## config.mk

```make
export PLATFORM = sky130hd
export DESIGN_NAME = csr_file
export DESIGN_NICKNAME = d
export VERILOG_FILES = /design/src/rtl/csr_file.sv
export SDC_FILE = /design/constraint.sdc
export NUM_CORES = 1
export LEC_CHECK = 0
export CAP_MARGIN = 5
export CORE_MARGIN = 2
export CORE_UTILIZATION = 25
export DETAILED_ROUTE_END_ITERATION = 12
export HOLD_SLACK_MARGIN = 0.08
export SYNTH_ARGS = -nofsm -noshare
export SYNTH_HDL_FRONTEND = slang
export SYNTH_SLANG_ARGS = --single-unit
```

## constraint.sdc

```tcl
create_clock -name clk -period 2.4 [get_ports clk]
set_input_delay 0.24 -clock clk [delete_from_list [all_inputs] [get_ports clk]]
set_output_delay 0.24 -clock clk [all_outputs]
set_load 0.005 [all_outputs]
```

## src/rtl/csr_file.sv

```systemverilog
// csr_file: control/status register file serving the WB stage.
//   Combinational CSR reads; masked CSR writes; exception entry and ERTN
//   state changes; timer, 64-bit stable counter and interrupt aggregation.
// Optional feature macro: CSR_TIMER_EN (timer TCFG/TVAL/TICLR and ESTAT.IS[11]).
// Ports:
//   clk, reset                      clock, synchronous active-high reset
//   csr_raddr/csr_rvalue            read address / combinational read data
//   csr_we/csr_waddr/csr_wmask/csr_wvalue   masked write port
//   wb_ex/wb_ecode/wb_esubcode/wb_pc/wb_vaddr  exception commit
//   ertn_flush                      ERTN commit
//   hw_int_in/ipi_int_in            level interrupt lines
//   has_int                         pending enabled interrupt
//   ex_entry/ertn_era/crmd_plv      exception target / ERTN target / privilege
//   stable_cnt                      64-bit free-running counter
module csr_file #(
  parameter logic [31:0] TID_RESET = 32'h0,
  parameter int unsigned SAVE_NUM  = 4
) (
  input  logic        clk,
  input  logic        reset,
  input  logic [8:0]  csr_raddr,
  output logic [31:0] csr_rvalue,
  input  logic        csr_we,
  input  logic [8:0]  csr_waddr,
  input  logic [31:0] csr_wmask,
  input  logic [31:0] csr_wvalue,
  input  logic        wb_ex,
  input  logic [5:0]  wb_ecode,
  input  logic [8:0]  wb_esubcode,
  input  logic [31:0] wb_pc,
  input  logic [31:0] wb_vaddr,
  input  logic        ertn_flush,
  input  logic [7:0]  hw_int_in,
  input  logic        ipi_int_in,
  output logic        has_int,
  output logic [31:0] ex_entry,
  output logic [31:0] ertn_era,
  output logic [1:0]  crmd_plv,
  output logic [63:0] stable_cnt
);

  localparam int unsigned DW = 32;
  localparam int unsigned SW = 64;

  localparam logic [8:0] CSR_CRMD   = 9'h000;
  localparam logic [8:0] CSR_PRMD   = 9'h001;
  localparam logic [8:0] CSR_ECFG   = 9'h004;
  localparam logic [8:0] CSR_ESTAT  = 9'h005;
  localparam logic [8:0] CSR_ERA    = 9'h006;
  localparam logic [8:0] CSR_BADV   = 9'h007;
  localparam logic [8:0] CSR_EENTRY = 9'h00C;
  localparam logic [8:0] CSR_SAVE0  = 9'h030;
  localparam logic [8:0] CSR_TID    = 9'h040;
  localparam logic [8:0] CSR_TCFG   = 9'h041;
  localparam logic [8:0] CSR_TVAL   = 9'h042;

  // LIE bit 10 is reserved
  localparam logic [12:0] LIE_MASK = 13'h1BFF;

  logic [4:0]    crmd_r;      // {PG, DA, IE, PLV[1:0]}
  logic [2:0]    prmd_r;      // {PIE, PPLV[1:0]}
  logic [12:0]   ecfg_lie;
  logic [1:0]    is_sw;
  logic [7:0]    is_hw;
  logic          is_ipi;
  logic          timer_is;
  logic [5:0]    estat_ecode;
  logic [8:0]    estat_esub;
  logic [DW-1:0] era_r;
  logic [DW-1:0] badv_r;
  logic [25:0]   eentry_va;
  logic [DW-1:0] tid_r;
  logic [DW-1:0] tcfg_r;
  logic [DW-1:0] tval_r;
  logic [SW-1:0] stable_q;
  logic [DW-1:0] save_r [SAVE_NUM];

  logic [12:0] is_all;
  logic        badv_from_ex;

  assign is_all       = {is_ipi, timer_is, 1'b0, is_hw, is_sw};
  assign badv_from_ex = (wb_ecode == 6'h08) || (wb_ecode == 6'h09);

  // Architectural state; later assignments in this block take priority,
  // so exception/ERTN updates override a same-cycle CSR write.
  always_ff @(posedge clk) begin
    if (reset) begin
      crmd_r      <= 5'h08;
      prmd_r      <= '0;
      ecfg_lie    <= '0;
      is_sw       <= '0;
      is_hw       <= '0;
      is_ipi      <= 1'b0;
      estat_ecode <= '0;
      estat_esub  <= '0;
      era_r       <= '0;
      badv_r      <= '0;
      eentry_va   <= '0;
      tid_r       <= TID_RESET;
      stable_q    <= '0;
      for (int i = 0; i < int'(SAVE_NUM); i++) save_r[i] <= '0;
    end else begin
      stable_q <= stable_q + 64'd1;
      is_hw    <= hw_int_in;
      is_ipi   <= ipi_int_in;
      if (csr_we) begin
        if (csr_waddr == CSR_CRMD)
          crmd_r <= (crmd_r & ~csr_wmask[4:0]) | (csr_wvalue[4:0] & csr_wmask[4:0]);
        if (csr_waddr == CSR_PRMD)
          prmd_r <= (prmd_r & ~csr_wmask[2:0]) | (csr_wvalue[2:0] & csr_wmask[2:0]);
        if (csr_waddr == CSR_ECFG)
          ecfg_lie <= ((ecfg_lie & ~csr_wmask[12:0]) | (csr_wvalue[12:0] & csr_wmask[12:0])) & LIE_MASK;
        if (csr_waddr == CSR_ESTAT)
          is_sw <= (is_sw & ~csr_wmask[1:0]) | (csr_wvalue[1:0] & csr_wmask[1:0]);
        if (csr_waddr == CSR_ERA)
          era_r <= (era_r & ~csr_wmask) | (csr_wvalue & csr_wmask);
        if (csr_waddr == CSR_BADV)
          badv_r <= (badv_r & ~csr_wmask) | (csr_wvalue & csr_wmask);
        if (csr_waddr == CSR_EENTRY)
          eentry_va <= (eentry_va & ~csr_wmask[31:6]) | (csr_wvalue[31:6] & csr_wmask[31:6]);
        if (csr_waddr == CSR_TID)
          tid_r <= (tid_r & ~csr_wmask) | (csr_wvalue & csr_wmask);
        for (int i = 0; i < int'(SAVE_NUM); i++)
          if (csr_waddr == CSR_SAVE0 + 9'(i))
            save_r[i] <= (save_r[i] & ~csr_wmask) | (csr_wvalue & csr_wmask);
      end
      if (wb_ex) begin
        prmd_r      <= crmd_r[2:0];
        crmd_r[2:0] <= 3'b000;
        era_r       <= wb_pc;
        estat_ecode <= wb_ecode;
        estat_esub  <= wb_esubcode;
        if (badv_from_ex) badv_r <= wb_vaddr;
      end else if (ertn_flush) begin
        crmd_r[2:0] <= prmd_r;
      end
    end
  end

`ifdef CSR_TIMER_EN
  localparam logic [8:0] CSR_TICLR = 9'h044;

  logic we_tcfg;
  logic ticlr_clr;
  logic timer_fire;

  assign we_tcfg    = csr_we & (csr_waddr == CSR_TCFG);
  assign ticlr_clr  = csr_we & (csr_waddr == CSR_TICLR) & csr_wmask[0] & csr_wvalue[0];
  assign timer_fire = tcfg_r[0] & (tval_r == '0);

  // Down-counter; all-ones is the idle value of a one-shot timer.
  always_ff @(posedge clk) begin
    if (reset) begin
      tcfg_r   <= '0;
      tval_r   <= '1;
      timer_is <= 1'b0;
    end else begin
      if (we_tcfg) begin
        tcfg_r <= (tcfg_r & ~csr_wmask) | (csr_wvalue & csr_wmask);
        tval_r <= {csr_wvalue[31:2], 2'b00};
      end else if (tcfg_r[0] && (tval_r != '1)) begin
        if (tval_r == '0)
          tval_r <= tcfg_r[1] ? {tcfg_r[31:2], 2'b00} : '1;
        else
          tval_r <= tval_r - 32'd1;
      end
      // set wins over a same-edge clear
      if (timer_fire)     timer_is <= 1'b1;
      else if (ticlr_clr) timer_is <= 1'b0;
    end
  end
`else
  assign tcfg_r   = '0;
  assign tval_r   = '0;
  assign timer_is = 1'b0;
`endif

  // Combinational read mux; unimplemented addresses and TICLR read 0.
  always_comb begin
    csr_rvalue = '0;
    case (csr_raddr)
      CSR_CRMD:   csr_rvalue = {27'b0, crmd_r};
      CSR_PRMD:   csr_rvalue = {29'b0, prmd_r};
      CSR_ECFG:   csr_rvalue = {19'b0, ecfg_lie};
      CSR_ESTAT:  csr_rvalue = {1'b0, estat_esub, estat_ecode, 3'b000, is_all};
      CSR_ERA:    csr_rvalue = era_r;
      CSR_BADV:   csr_rvalue = badv_r;
      CSR_EENTRY: csr_rvalue = {eentry_va, 6'b0};
      CSR_TID:    csr_rvalue = tid_r;
      CSR_TCFG:   csr_rvalue = tcfg_r;
      CSR_TVAL:   csr_rvalue = tval_r;
      default:    csr_rvalue = '0;
    endcase
    for (int i = 0; i < int'(SAVE_NUM); i++)
      if (csr_raddr == CSR_SAVE0 + 9'(i)) csr_rvalue = save_r[i];
  end

  assign has_int    = crmd_r[2] & (|(ecfg_lie & is_all));
  assign ex_entry   = {eentry_va, 6'b0};
  assign ertn_era   = era_r;
  assign crmd_plv   = crmd_r[1:0];
  assign stable_cnt = stable_q;

endmodule

```

==> results of run 1 <==
==> final cells by class <==
class | count | share of cell area, %
multi-input cells | 1610 | 37.38
flip-flops and latches | 360 | 32.98
repair buffers | 492 | 18.77
clock buffers | 74 | 5.428
well taps | 969 | 4.708
clock inverters | 11 | 0.5151
inverters | 12 | 0.1749
diodes | 5 | 0.04859
==> final timing paths <==
check	startpoint	end	slack, ns	depth (start not counted)
hold reg to reg	flip-flop	flip-flop	0.46	2
setup / recovery	csr_raddr[7]	csr_rvalue[26]	0.03	10
setup reg to reg	stable_cnt[4]	stable_cnt[63]	0.25	6
hold / removal	hw_int_in[5]	is_hw[5]	0.18	2
==> logic make-up (layout without fill, tap and decap cells) <==
logic type	after synthesis	after routing	share of synthesized area [%]
compound gates	539	539	18.13
xor+xnor	35	35	1.647
fa+ha+maj	1	1	0.06721
buf+inv	200	589	4.349
flops	360	360	45.60
mux	84	84	4.887
other cells	1	11	0.02015
simple gates	945	945	25.30
==> repair_timing <==
action / in CTS / in global routing
hold buffers: 1 / 0
cloned: 1 / 0
buffers inserted: 20 / 2
resized for setup: 179 / 38
setup endpoints to repair: 33 / 32
pin swaps: 29 / 20
endpoints found under the hold margin: 12 / 0
==> through the flow <==
stage          util [%]  power (uW)  hold slack, ns  TNS (ns)  cells
3_3_place_gp      32.20        8077          0.4441    -22.23   3425
3_5_place_dp      32.20        8079          0.4488    -24.11   3425
2_1_floorplan         -        7275          0.3627         0   2170
6_report          34.76       15010          0.1815         0   3533
5_1_grt           34.75       15500          0.1778   -0.1093   3530
4_1_cts           34.72       15160          0.1476   -0.1288   3530
==> Yosys cell counts, types with 18 or more instances <==
| cell | number | area [um2] |
|---|---|---|
| clkbuf_1 | 143 | 536.8 |
| mux2i_1 | 56 | 560.5 |
| nand2_1 | 299 | 1122 |
| mux2_2 | 25 | 281.5 |
| xor2_1 | 30 | 262.8 |
| dfxtp_1 | 232 | 4644 |
| edfxtp_1 | 128 | 3844 |
| nand3_1 | 129 | 645.6 |
| nor2b_1 | 53 | 331.6 |
| nor2_1 | 178 | 668.1 |
| nand4_1 | 21 | 131.4 |
| buf_1 | 18 | 67.56 |
| nand2b_1 | 132 | 825.8 |
| a21boi_0 | 34 | 255.2 |
| a21oi_1 | 275 | 1376 |
| o21ai_0 | 45 | 225.2 |
| nor3_1 | 40 | 200.2 |
| a22oi_1 | 20 | 150.1 |
| a311oi_1 | 67 | 586.8 |
==> cell usage in the layout (no fill, tap or decap), drive strengths merged, types with 85 or more instances in the layout <==
cell type and count:
a21oi 275, buf 188, clkbuf 85, clkdlybuf4s50 287, dfxtp 232, edfxtp 128
nand2 300, nand2b 132, nand3 130, nor2 178
==> report_power, final <==
| group | internal, uW | switching (uW) | leakage (uW) | total, uW |
|---|---|---|---|---|
| sequential | 6460 | 108 | 0.00321 | 6570 |
| clock | 4120 | 2900 | 0.000752 | 7020 |
| combinational | 676 | 739 | 0.00480 | 1410 |
| total | 11300 | 3740 | 0.00876 | 15000 |
==> routing by layer <==
metal,routed length [um],vias to the layer above,track usage (%)
met2,31750,597,28.40
met5,102,-,0
met3,5709,117,5.264
met4,1718,18,4.919
li1,-,8537,-
met1,32120,8559,23.96
==> flow_metrics.env, run 1 <==
export IMPL_fin_ws_ns=0.03003
export IMPL_syn_inst=2165
export IMPL_path_clk_slew_ns=0.06
export IMPL_hp_class="input port to flip-flop"
export IMPL_peakVddDrop_mv=0.4056
export IMPL_root_buffer="clkbuf_16"
export IMPL_portBuffers=331
export IMPL_syn_area_per_cell_um2=8.598
export IMPL_slowest_stage="or4_4"
export IMPL_final_nets=2698
export IMPL_dpl_hpwl_mm=49.75
export IMPL_grt_usage_pct=18.02
export IMPL_fill_cells=7650
export IMPL_syn_to_final_growth_pct=38.33
export IMPL_syn_area_um2=18610
export IMPL_seqCellArea_um2=8493
export IMPL_die_w_um=276.9
export IMPL_dieArea_um2=76650
export IMPL_crit_chain="buf_6 > or4_4 > buf_6 > nor2_4 > and4b_4 > buf_12 > buf_8 > a21oi_2 > a41oi_2 > buf_2"
export IMPL_antenna_found_initial=15
export IMPL_drt_iter0_drc=1443
export IMPL_leakagePower_uw=0.008761
export IMPL_crit_type="input port to output pin"
export IMPL_power_density_nw_per_um2=582.8
export IMPL_place_ws_ns=-0.8190
export IMPL_die_height_um=276.9
export IMPL_numCtsBuffers=46
export IMPL_hold_violations=0
export IMPL_clockBufferDepth=3
export IMPL_crit_fanout=5
export IMPL_critPathTopFamily="simple AND/OR/NAND/NOR gates"
export IMPL_async_reset_ff_share_pct=0
export IMPL_endpoint_kind="output pin"
export IMPL_core_area_um2=74070
export IMPL_setup_violations=0
export IMPL_ys_warn_count=0
export IMPL_start_util_pct=25.13
export IMPL_htreeDepth=2
export IMPL_placed_cell_area_um2=23850
export IMPL_rsz0062_at_grt="yes"
export IMPL_cpMostUsedCell="buf_6"
export IMPL_crit_required_ns=2.16
export IMPL_place_gp_congestion=0.8330
export IMPL_grt_max_degree=122
export IMPL_grt_overflow=0
export IMPL_cts_tree="done"
export IMPL_ys_types=74
export IMPL_ys_seq_elements=360
export IMPL_maxSlewViolCount=0
export IMPL_period_share_pct=98.75
export IMPL_slew_limit_headroom_pct=57.68
export IMPL_period_needed_ns=2.370
export IMPL_totalWireLength_mm=71.40
export IMPL_dr_pass1_iters=9
export IMPL_via_per_inst=5.046
export IMPL_worstPathArrival_ns=2.13
export IMPL_ioPinCount=338
export IMPL_startpoint_type="input port"
export IMPL_fin_worst_skew_ns=0.01148
export IMPL_fmax_mhz=421.9
export IMPL_vias=17828
export IMPL_cpPeakStageDelay_ns=0.58
export IMPL_finalInstanceArea_um2=25750
export IMPL_ys_seq_area_share_pct=45.60
export IMPL_grt_pass1_vias=17215
export IMPL_rows=100
export IMPL_status="finished clean"
export IMPL_cp_buffers_inverters=5
export IMPL_tightest_slew_ns=0.6328
export IMPL_multi_input_area_um2=9624
export IMPL_clkLatencyLatePin_ns=0.59
export IMPL_drive_gt1_share_pct=14.54
export IMPL_wire_per_inst_um=20.21
export IMPL_cts_sinks=360
export IMPL_grt_pass1_wl_mm=107.6
export IMPL_drc_errors=0
export IMPL_antenna_left=0
export IMPL_synth_edf_count=128
export IMPL_cap_violations=0
export IMPL_ys_flop_type="dfxtp_1"
Note: power is estimated with default switching activity, not from simulation.
==> run 2, diff against run 1 <==
Settings changed: CAP_MARGIN 5 to unset.
==> results of run 2 <==
Same layout as run 1: the final DEF is identical, and so are final timing and power.
